<file path="src/rtl/flit_sender.sv">
// Link transmitter: drains a source FIFO packet by packet (header, size, payload)
// under credit flow control. Optional stall counter: define FLIT_SENDER_STALL_CNT_EN.
`ifndef TAM_FLIT
`define TAM_FLIT 16
`endif
`ifndef TAM_BUFFER
`define TAM_BUFFER 8
`endif

module flit_sender #(
  parameter int WIDTH = `TAM_FLIT,
  parameter int DEPTH = `TAM_BUFFER
) (
  input  logic                   i_clk,
  input  logic                   i_rst,
  input  logic [WIDTH-1:0]       i_head,
  input  logic [$clog2(DEPTH):0] i_counter,
  output logic                   o_pull,
  output logic                   o_tx,
  output logic [WIDTH-1:0]       o_data,
  input  logic                   i_credit,
  output logic                   o_busy,
  output logic                   o_packet_done
`ifdef FLIT_SENDER_STALL_CNT_EN
  ,
  output logic [15:0]            o_stall_cnt
`endif
);

  typedef enum logic [1:0] {S_HEADER, S_SIZE, S_PAYLOAD} state_t;

  state_t           state, state_next;
  logic [WIDTH-1:0] remaining, remaining_next;
  logic             last, last_next;
  logic             xfer;

  assign xfer = o_tx && i_credit;

  always_ff @(posedge i_clk) begin
    if (!i_rst) begin
      state     <= S_HEADER;
      remaining <= '0;
    end else begin
      state     <= state_next;
      remaining <= remaining_next;
    end
  end

  // The FSM names the flit about to be loaded, so it only moves on a pull.
  always_comb begin
    state_next     = state;
    remaining_next = remaining;
    last_next      = 1'b0;
    if (o_pull) begin
      case (state)
        S_HEADER: state_next = S_SIZE;
        S_SIZE: begin
          remaining_next = i_head;
          if (i_head == '0) begin
            last_next  = 1'b1;
            state_next = S_HEADER;
          end else begin
            state_next = S_PAYLOAD;
          end
        end
        S_PAYLOAD: begin
          remaining_next = remaining - WIDTH'(1);
          if (remaining == WIDTH'(1)) begin
            last_next  = 1'b1;
            state_next = S_HEADER;
          end
        end
        default: state_next = S_HEADER;
      endcase
    end
  end

  always_comb begin
    o_pull = i_rst && (i_counter != '0) && (!o_tx || i_credit);
    o_busy = (state != S_HEADER) || o_tx;
  end

  always_ff @(posedge i_clk) begin
    if (!i_rst) begin
      o_tx          <= 1'b0;
      o_data        <= '0;
      last          <= 1'b0;
      o_packet_done <= 1'b0;
    end else begin
      if (o_pull) begin
        o_tx   <= 1'b1;
        o_data <= i_head;
        last   <= last_next;
      end else if (xfer) begin
        o_tx <= 1'b0;
      end
      o_packet_done <= xfer && last;
    end
  end

`ifdef FLIT_SENDER_STALL_CNT_EN
  always_ff @(posedge i_clk) begin
    if (!i_rst)
      o_stall_cnt <= '0;
    else if (o_tx && !i_credit && (o_stall_cnt != '1))
      o_stall_cnt <= o_stall_cnt + 16'd1;
  end
`endif

endmodule
</file>
<file path="config.mk">
export PLATFORM = sky130hd
export DESIGN_NAME = flit_sender
export DESIGN_NICKNAME = d
export VERILOG_FILES = /design/src/rtl/flit_sender.sv
export SDC_FILE = /design/constraint.sdc
export NUM_CORES = 1
export LEC_CHECK = 0
export ABC_AREA = 1
export CORE_UTILIZATION = 30
export CTS_BUF_LIST = sky130_fd_sc_hd__clkbuf_2 sky130_fd_sc_hd__clkbuf_4 sky130_fd_sc_hd__clkbuf_8
export DETAILED_ROUTE_END_ITERATION = 10
export SKIP_LAST_GASP = 1
export SYNTH_ARGS = -nofsm -noshare
export SYNTH_HDL_FRONTEND = slang
export SYNTH_SLANG_ARGS = --single-unit
</file>
<file path="constraint.sdc">
create_clock -name i_clk -period 2.7 [get_ports i_clk]
set_input_delay 0.27 -clock i_clk [delete_from_list [all_inputs] [get_ports i_clk]]
set_output_delay 0.27 -clock i_clk [all_outputs]
set_load 0.01 [all_outputs]
</file>
==> results of run 1 <==
[cell families after synthesis]
logic type	share of synthesized area, %
buffers and inverters	9.87
XOR/XNOR	0.443
flip-flops	37.5
AO/OA/AOI/OAI	14.3
AND/OR/NAND/NOR	34.7
adder cells (fa/ha/maj)	3.16
[power breakdown]
part | internal, uW | switching, uW
Clock | 189 | 196
Combinational | 182 | 258
Sequential | 589 | 29.9
Total | 960 | 484
[stage by stage]
step / util, % / cells
2_1_floorplan: - / 308
3_3_place_gp: 38.9 / 419
3_5_place_dp: 38.9 / 419
4_1_cts: 40.3 / 427
5_1_grt: 40.3 / 427
6_report: 40.3 / 427
[worst min-delay path by stage]
stage	startpoint	to	depth (start not counted)
global route	last$_SDFFE_PN0P_	o_packet_done$_SDFF_PN0_	2
detailed placement	last$_SDFFE_PN0P_	o_packet_done$_SDFF_PN0_	2
CTS	last$_SDFFE_PN0P_	o_packet_done$_SDFF_PN0_	2
floorplan	i_head[0]	o_data[0]$_SDFFE_PN0P_	2
finish	last$_SDFFE_PN0P_	o_packet_done$_SDFF_PN0_	2
global placement	last$_SDFFE_PN0P_	o_packet_done$_SDFF_PN0_	2
[final cells by class]
| class | count | area, um^2 | share of cell area, % |
|---|---|---|---|
| Multi-Input combinational cell | 221 | 1040 | 40.7 |
| Sequential cell | 37 | 741 | 29.0 |
| Timing Repair Buffer | 46 | 450 | 17.6 |
| Inverter | 38 | 143 | 5.58 |
| Tap cell | 77 | 96.3 | 3.77 |
| Clock buffer | 6 | 76.3 | 2.98 |
| Clock inverter | 2 | 10.0 | 0.391 |
[layer usage]
layer | vias up | share of wire [%]
li1 | 1068 | -
met5 | - | 0
met4 | 0 | 0.71
met2 | 50 | 45
met3 | 2 | 4.0
met1 | 915 | 51
[cell usage after synthesis]
cell      instances
nand2_1          68
nor2_2            1
o21ai_1           1
nand3b_1          1
nor2_1           40
buf_2             6
ha_1              5
clkbuf_1          4
nand4_1           2
or2_2             1
a21oi_1          25
inv_1            36
nand3_4           1
o211ai_1          1
o21ai_0          29
dfxtp_1          37
nor2_4            1
nand3_1          44
buf_1             2
inv_2             2
xor2_1            1
[registers in the layout (all words and copies together) (netlist names)]
name           cells
remaining         16
o_packet_done      1
o_data            16
o_tx               1
state              2
last               1
[worst min-delay path: cells and delay by family, from the launching register on]
family,cells,cell delay (ns)
flip-flops,1,0.32
AND/OR/NAND/NOR,2,0.11
==> metrics.md, run 1 <==
| Metric | Value |
|---|---|
| Status | `finished, final reports clean` |
| Nets | `377` |
| Largest stage delay on the critical path | `0.53 ns` |
| Port buffer count | `42` |
| Initial antenna violation count | `0` |
| Core ar. | `6350 um^2` |
| Die Wd | `83.2 um` |
| ANT cells | `0` |
| Layout cells sized above 1 | `5.14%` |
| Largest net degree at the start of global routing | `33` |
| R2R cell count | `8` |
| RSZ-0062 raised after global routing | `no` |
| Register area share after synthesis | `37.5%` |
| Slowest cell on crit path | `clkdlybuf4s50_1` |
| Die Span Y | `83.2 um` |
| Routing usage on met1 | `20.2%` |
| Worst Clk Skew | `0.00501 ns` |
| Met3 Usage GRT | `2.68%` |
| Drt drc | `0` |
| Worst EP arrival | `1.70 ns` |
| DRT Pass-1 Iters | `5` |
| Number of cell rows | `29` |
| Count of pins over their slew limit | `0` |
| Area contributors post-synth | `dfxtp_1 37%, nand2_1 13%, nand3_1 11%` |
| Post-synth top area cell | `dfxtp_1` |
| Initial Util | `31.1%` |
| CTS Buf Count | `5` |
| RePlAce Congestion | `0.823` |
| Synth Net Count | `336` |
| Clock Tree Buf Depth | `2` |
| Die Footprint | `6920 um^2` |
| Synth top area share | `37.5%` |
| Vias per inst | `4.77` |
| CP cell instances | `clkdlybuf4s50_1 > inv_2 > nor2_4 > nand2_1 > inv_2 > clkdlybuf4s50_1` |
| GRT Util Overall | `15.2%` |
| Worst VDD drop | `0.000223 V` |
| Worst-path maximum fanout | `4` |
| Power, Total | `1440 uW` |
| First-pass GRT wire length | `8.55 mm` |
| Crit Path Class | `in2out` |
| Slew @ Worst Pin | `0.608 ns` |
| Post-route setup TNS | `0 ns` |
| WP buf/inv | `4` |
| Crit path time final | `1.97 ns` |
| GRT overflow | `0` |
| Syn Std Cell Area | `1980 um^2` |
| Setup ws final | `0.734 ns` |
| Worst-path clk slew | `0.07 ns` |
| Io pins | `43` |
| ANT nets after route | `0` |
| Critical path depth in cells | `6` |
| Setup crit end kind | `primary output` |
| Total of max-cap violations | `0` |
| Critical Path Source | `i_rst` |
| Hold Path Class | `reg2reg` |
| Final hold vios | `0` |
| Post_cts resized | `0` |
| Met2 Usage GRT | `25.2%` |
| Post-CTS setup buffer count | `0` |
| Pwr dens | `565 nW/um^2` |
| Total Wirelength | `5.08 mm` |
| Register-to-Register Setup Slack | `1.09 ns` |
| DP HPWL | `3.79 mm` |
| TritonCTS clock tree | `built` |
| Vias in the first global route | `1866` |
| Synth Instances | `308` |
| Synthesized flop and latch total | `37` |
| Total number of vias | `2035` |
| Headroom to the max-slew limit | `59.4%` |
| Most common cell after layout, fill and taps aside | `nand2_1` |
| Final setup violation count | `0` |
| Yosys cell types | `21` |
| DR WL/cell | `11.9 um` |
| Leakage | `0.00111 uW` |
| Final instance area | `2560 um^2` |
| Worst-Skew Late Latency | `0.29 ns` |
| CP endpoint | `o_pull` |
| Delay-heaviest family, CP | `buffers and inverters` |
| Final worst path period share | `72.8%` |
| Placed inst area | `2470 um^2` |
| Pre-CTS setup slack | `0.753 ns` |
| Min Hold Slack | `0.457 ns` |
| Busiest grt layer | `met2` |
| Commonest cells after routing, fill and taps aside | `68 x nand2_1, 44 x nand3_1, 42 x clkdlybuf4s50_1, 40 x nor2_1, 37 x dfxtp_1` |
| # fillers | `687` |
| CTS sink cnt | `37` |
| CP Launch Type | `input pin` |
| Cts hold-fix bufs | `0` |
| H-tree depth | `2` |
| Required time of the critical path | `2.43 ns` |
| Ys Warns | `0` |
| Initial DRC Count | `83` |
| Avg Cell Area, Syn | `6.42 um^2` |
| Reg2reg start | `state[0]$_SDFFE_PN0P_` |
| Clock Root Buffer | `clkbuf_8` |
| Max Fclk | `509 MHz` |
| Area growth syn-to-layout | `29.4%` |
| Capture point of the worst reg-to-reg path | `remaining[7]$_SDFFE_PN0P_` |
No activity file was read; power rests on OpenSTA's default activity.
==> run 2, diff against run 1 <==
clock period = 1.7 ns   (was 2.7 ns; I/O delays follow)
==> run 2 against run 1 <==
  * Clock-buffer cell count up 1
  * Die area stayed put
  * Total power increased by 63%
  * Final cell count grew 2.1%
  * Register-to-register slack worse by 0.85 ns
  * Critical path type is now reg2reg
==> metrics.md, run 2 (synthesized netlist as in run 1, its figures left out) <==
| Metric | Value |
|---|---|
| RePlAce Congestion | `0.815 (-0.95%)` |
| Io pins | `43 (unchanged)` |
| Setup ws final | `0.239 ns (-0.495 ns)` |
| Placed inst area | `2560 um^2 (+3.5%)` |
| Initial Util | `31.1% (unchanged)` |
| Leakage | `0.00117 uW (+5.6%)` |
| Clock Root Buffer | `clkbuf_8` |
| Drt drc | `0 (unchanged)` |
| WHS Endpoint | `o_packet_done$_SDFF_PN0_` |
| ANT cells | `0 (unchanged)` |
| Placed Instances | `429 (+2.4%)` |
| Core ar. | `6350 um^2 (unchanged)` |
| Required time of the critical path | `1.88 ns (-0.55 ns)` |
| NetSw | `767 uW (+58%)` |
| Non-filler instance count after layout | `436 (+2.1%)` |
| Final instance area | `2650 um^2 (+3.7%)` |
| Sw Ratio | `32.5% (-1.0 points)` |
| Hold Path Class | `reg2reg` |
| TritonCTS clock tree | `built` |
| Reg2reg start | `state[0]$_SDFFE_PN0P_` |
| Pint | `1590 uW (+66%)` |
| Capture point of the worst reg-to-reg path | `remaining[7]$_SDFFE_PN0P_` |
| Vias in the first global route | `1957 (+4.9%)` |
| Sequential group share of total power | `41.7% (-1.2 points)` |
| Worst-Skew Late Latency | `0.29 ns (about the same)` |
| Headroom to the max-slew limit | `78.4% (+19 points)` |
| First-pass GRT wire length | `9.03 mm (+5.6%)` |
| Worst Clk Skew | `0.00679 ns (+0.00179 ns)` |
| Worst VDD drop | `0.000429 V (+93%)` |
| Slew @ Worst Pin | `0.323 ns (-0.285 ns)` |
| Die Wd | `83.2 um (unchanged)` |
| DP HPWL | `4.00 mm (+5.5%)` |
| DR WL/cell | `12.1 um (+2.0%)` |
| Clock Tree Buf Depth | `2 (unchanged)` |
| Final hold vios | `0 (unchanged)` |
| Final worst path period share | `85.9%` |
| Worst-path clk slew | `0.08 ns (about the same)` |
| Vias per inst | `4.81 (+0.92%)` |
| Routing usage on met1 | `21.9% (+1.6 points)` |
| Nets | `387 (+2.7%)` |
| CTS Buf Count | `5 (unchanged)` |
| Busiest grt layer | `met2` |
| Total of max-cap violations | `0 (unchanged)` |
| Gate power share | `31.2% (+0.8 points)` |
| Worst-path maximum fanout | `10 (+6)` |
| CTS sink cnt | `37 (unchanged)` |
| Initial antenna violation count | `0 (unchanged)` |
| Area growth syn-to-layout | `34.2%` |
| Clock power share | `27.1% (+0.4 points)` |
| Port buffer count | `42 (unchanged)` |
| Pwr dens | `889 nW/um^2 (+57%)` |
| Die Span Y | `83.2 um (unchanged)` |
| DRT Pass-1 Iters | `4 (-1)` |
| Register-to-Register Setup Slack | `0.24 ns (-0.85 ns)` |
| H-tree depth | `2 (unchanged)` |
| Min Hold Slack | `0.454 ns (-0.00206 ns)` |
| ANT nets after route | `0 (unchanged)` |
| Crit Path Class | `reg2reg` |
| Commonest cells after routing, fill and taps aside | `68 x nand2_1, 44 x nand3_1, 40 x clkdlybuf4s50_1, 39 x nor2_1, 37 x dfxtp_1` |
| CP Launch Type | `flop` |
| RSZ-0062 raised after global routing | `no` |
| GRT overflow | `0 (unchanged)` |
| Total Wirelength | `5.29 mm (+4.1%)` |
| Total number of vias | `2097 (+3.0%)` |
| Layout cells sized above 1 | `7.80% (+2.7 points)` |
| Power, Total | `2360 uW (+63%)` |
| Setup crit end kind | `flop` |
| Status | `finished, final reports clean` |
| Count of pins over their slew limit | `0 (unchanged)` |
| GRT Util Overall | `16.2% (+1.0 points)` |
| Worst Hold Depth | `2 (unchanged)` |
| Min-delay src | `last$_SDFFE_PN0P_` |
| Largest regs | `o_data (16), remaining (16), state (2)` |
| Initial DRC Count | `75 (-9.6%)` |
| Number of cell rows | `29 (unchanged)` |
| Largest net degree at the start of global routing | `31 (-6.1%)` |
| Most common cell after layout, fill and taps aside | `nand2_1` |
| Die Footprint | `6920 um^2 (unchanged)` |
| Met2 Usage GRT | `26.3% (+1.1 points)` |
| Worst EP arrival | `1.64 ns (-0.06 ns)` |
| Pre-CTS setup slack | `0.000910 ns (-0.752 ns)` |
| Max Fclk | `685 MHz` |
| # fillers | `672 (-2.2%)` |
| Final setup violation count | `0 (unchanged)` |
| R2R cell count | `8 (unchanged)` |
| Met3 Usage GRT | `3.08% (+0.40 points)` |
| Crit path time final | `1.46 ns` |
-- run 2: power by group through the flow --
stage	Clock, uW	Combinational, uW	Sequential (uW)
after floorplan	0	443	1010
after global placement	0	732	1000
after detailed placement	0	737	1000
after CTS	660	741	984
after global routing	697	834	994
final	639	736	984
-- run 2: critical path: stages, from the launching register on --
cell and delay (ns):
dfxtp_1 0.36, inv_1 0.07, ha_1 0.32, nand3_4 0.12, buf_12 0.16, nor2_1 0.14, nand3_1 0.08, nand2_1 0.06
nor2_1 0.04
-- run 2: stage by stage --
| step | util, % | setup TNS, ns |
|---|---|---|
| 6_report | 41.8 | 0 |
| 5_1_grt | 41.8 | 0 |
| 4_1_cts | 41.7 | -0.0137 |
| 3_5_place_dp | 40.3 | 0 |
| 3_3_place_gp | 40.3 | 0 |
| 2_1_floorplan | - | 0 |
-- run 2: metal layers --
metal / up-vias / part of all wire [%]
li1: 1088 / -
met1: 945 / 48
met2: 57 / 46
met3: 7 / 4.8
met4: 0 / 1.3
met5: - / 0
-- run 2: cell type report --
type | instances | area, um^2 | share of cell area (%)
Clock buffer | 7 | 90.1 | 3.40
Inverter | 38 | 143 | 5.38
Multi-Input combinational cell | 221 | 1040 | 39.3
Sequential cell | 37 | 741 | 27.9
Tap cell | 77 | 96.3 | 3.63
Timing Repair Buffer | 56 | 539 | 20.3
-- run 2: worst max-delay path by stage --
stage / from / endpoint / slack (ns)
2_1_floorplan: state[0]$_SDFFE_PN0P_ / remaining[7]$_SDFFE_PN0P_ / 0.21
4_1_cts: i_rst / o_pull / -0.01
3_3_place_gp: i_rst / o_pull / 0.003
3_5_place_dp: i_rst / o_pull / 0.0009
6_report: state[0]$_SDFFE_PN0P_ / remaining[7]$_SDFFE_PN0P_ / 0.24
5_1_grt: remaining[5]$_SDFFE_PN0P_ / state[1]$_SDFFE_PN0P_ / 0.07
-- run 2: timing repair --
item	in CTS	in global routing
setup endpoints to repair	2	1
buffers inserted	0	0
hold buffers	0	0
resized for setup	2	1
==> run 3, diff against run 2 <==
clock period = 1.3 ns   (was 1.7 ns; I/O delays follow)
==> run 3 against run 2 <==
  * The flow now finishes with violations (setup timing)
  * Critical path depth is the same
  * Total power grew 52%
  * Utilization grew 11 points
  * Clock skew shrank 0.0015 ns
  * Final cell count grew 11%
  * Clock-buffer cell count shrank 1
  * Final area grew 26%
  * Combinational power grew 100%
  * Register-to-register slack lost 0.27 ns
  * Critical endpoint is now remaining[6]$_SDFFE_PN0P_
  * Largest power group is now combinational logic
  * Highest routed layer unchanged
==> metrics.md, run 3 (synthesized netlist as in run 1, its figures left out) <==
| Metric | Value |
|---|---|
| Die Footprint | `6920 um^2 (unchanged)` |
| Pint | `2320 uW (+46%)` |
| RSZ-0062 raised after global routing | `yes` |
| Vias per inst | `4.92 (+2.3%)` |
| Status | `complete, but fails checks` |
| Number of cell rows | `29 (unchanged)` |
| CP Launch Type | `flop` |
| Sequential group share of total power | `36.1% (-5.6 points)` |
| Most common cell after layout, fill and taps aside | `nand2_1` |
| Setup crit end kind | `flop` |
| Layout cells sized above 1 | `34.4% (+27 points)` |
| Violated checks | `setup timing` |
| Commonest cells after routing, fill and taps aside | `56 x nand2_1, 49 x buf_4, 40 x nand3_1, 30 x dfxtp_1, 29 x inv_1` |
| # fillers | `613 (-8.8%)` |
| DP HPWL | `4.37 mm (+9.3%)` |
| DRT Pass-1 Iters | `4 (unchanged)` |
| Worst-path maximum fanout | `3 (-7)` |
| Leakage | `0.00155 uW (+32%)` |
| Clock Tree Buf Depth | `2 (unchanged)` |
| Min-delay src | `o_data[1]$_SDFFE_PN0P_` |
| Initial DRC Count | `124 (+65%)` |
| Largest regs | `o_data (16), remaining (16), state (2)` |
| Initial Util | `31.1% (unchanged)` |
| Critical Path Source | `remaining[1]$_SDFFE_PN0P_` |
| Io pins | `43 (unchanged)` |
| CTS sink cnt | `37 (unchanged)` |
| First-pass GRT wire length | `10.1 mm (+12%)` |
| Placed Instances | `466 (+8.6%)` |
| Clock Root Buffer | `clkbuf_8` |
| Total number of vias | `2382 (+14%)` |
| Total of max-cap violations | `0 (unchanged)` |
| Power, Total | `3590 uW (+52%)` |
| Max Fclk | `750 MHz (+9.5%)` |
| Slew @ Worst Pin | `0.244 ns (-0.0788 ns)` |
| Final setup violation count | `10 (+10)` |
| Die Span Y | `83.2 um (unchanged)` |
| Required time of the critical path | `1.48 ns (-0.40 ns)` |
| Initial antenna violation count | `0 (unchanged)` |
| Vias in the first global route | `2247 (+15%)` |
| Total Wirelength | `6.57 mm (+24%)` |
| RePlAce Congestion | `0.854 (+4.8%)` |
| Die Wd | `83.2 um (unchanged)` |
| H-tree depth | `2 (unchanged)` |
| Count of pins over their slew limit | `0 (unchanged)` |
| Worst VDD drop | `0.000673 V (+57%)` |
| DR WL/cell | `13.6 um (+12%)` |
| Nets | `434 (+12%)` |
| TritonCTS clock tree | `built` |
| GRT Util Overall | `18.3% (+2.1 points)` |
| Crit Path Class | `reg2reg` |
| ANT nets after route | `0 (unchanged)` |
| Headroom to the max-slew limit | `83.7% (+5.3 points)` |
| Sw Ratio | `35.2% (+2.7 points)` |
| Clock power share | `22.8% (-4.3 points)` |
| Largest net degree at the start of global routing | `25 (-19%)` |
| Final worst path period share | `103% (+17 points)` |
| CTS Buf Count | `5 (unchanged)` |
| Area growth syn-to-layout | `68.6%` |
| Gate power share | `41.1% (+9.9 points)` |
| Worst-path clk slew | `0.07 ns (about the same)` |
| Worst EP arrival | `1.52 ns (-0.12 ns)` |
| Reg2reg start | `remaining[1]$_SDFFE_PN0P_` |
| Final hold vios | `0 (unchanged)` |
| Non-filler instance count after layout | `484 (+11%)` |
| Area of the multi-input gates | `1340 um^2 (+29%)` |
| Port buffer count | `42 (unchanged)` |
| Pwr dens | `1080 nW/um^2 (+21%)` |
| Setup ws final | `-0.0333 ns (-0.273 ns)` |
| Seq. cell area | `749 um^2 (+1.2%)` |
| ANT cells | `0 (unchanged)` |
| GRT overflow | `0 (unchanged)` |
| Drt drc | `0 (unchanged)` |
| Hold Path Class | `reg2reg` |
| Worst-Skew Late Latency | `0.29 ns (about the same)` |
| Crit path time final | `1.33 ns (-0.127 ns)` |
| Post-route setup TNS | `-0.168 ns (-0.168 ns)` |
| Core ar. | `6350 um^2 (unchanged)` |
| Worst Clk Skew | `0.00532 ns (-0.00148 ns)` |
| NetSw | `1260 uW (+65%)` |
run 3: power by group through the flow:
stage                     Sequential (uW)  Clock (uW)  Combinational (uW)
after floorplan                      1320           0                 592
after global placement               1300           0                1150
after detailed placement             1300           0                1160
after CTS                            1280         838                1270
final                                1290         818                1480
after global routing                 1310         893                1610
run 3: metal layers:
layer | vias up | global-route usage [%] | part of all wire, %
met5 | - | 0 | 0
met4 | 0 | 8.93 | 3.3
met3 | 21 | 3.98 | 5.0
met2 | 75 | 30.0 | 48
met1 | 1095 | 22.7 | 44
li1 | 1191 | - | -
run 3: area by class of cell:
type | count | area share [%]
Clock buffer | 6 | 2.29
Clock inverter | 2 | 0.300
Inverter | 38 | 4.65
Multi-Input combinational cell | 223 | 40.2
Sequential cell | 37 | 22.5
Tap cell | 77 | 2.89
Timing Repair Buffer | 101 | 27.1
run 3: worst max-delay path, stage by stage (launching register included):
cell and delay, ns:
dfxtp_2 0.36, inv_4 0.08, ha_4 0.15, nand3_4 0.09, buf_4 0.15, o21ai_1 0.14
nand3_1 0.11, nand3_2 0.09, a21oi_2 0.05
run 3: through the flow:
step | area (um^2) | worst slack [ns] | utilization [%] | hold slack [ns]
5_1_grt | 3330 | -0.125 | 52.5 | 0.497
3_5_place_dp | 2840 | -0.337 | 44.7 | 0.455
3_3_place_gp | 2840 | -0.347 | 44.7 | 0.452
2_1_floorplan | 2000 | 0.00406 | - | 0.241
6_report | 3330 | -0.0333 | 52.5 | 0.457
4_1_cts | 3080 | -0.0457 | 48.5 | 0.454
run 3: path summary, 6_finish.rpt:
kind,end,slack (ns),depth (start not counted)
min reg2reg,o_data[1]$_SDFFE_PN0P_,0.46,2
max reg2reg,remaining[6]$_SDFFE_PN0P_,-0.03,8
min,o_data[1]$_SDFFE_PN0P_,0.46,2
max,remaining[6]$_SDFFE_PN0P_,-0.03,8
run 3: what timing repair did:
| action | CTS | global route |
|---|---|---|
| pin swaps | 7 | 24 |
| resized for setup | 59 | 68 |
| hold buffers | 0 | 0 |
| endpoints found under the setup margin | 45 | 38 |
| setup buffers | 2 | 6 |
| cloned | 2 | 0 |
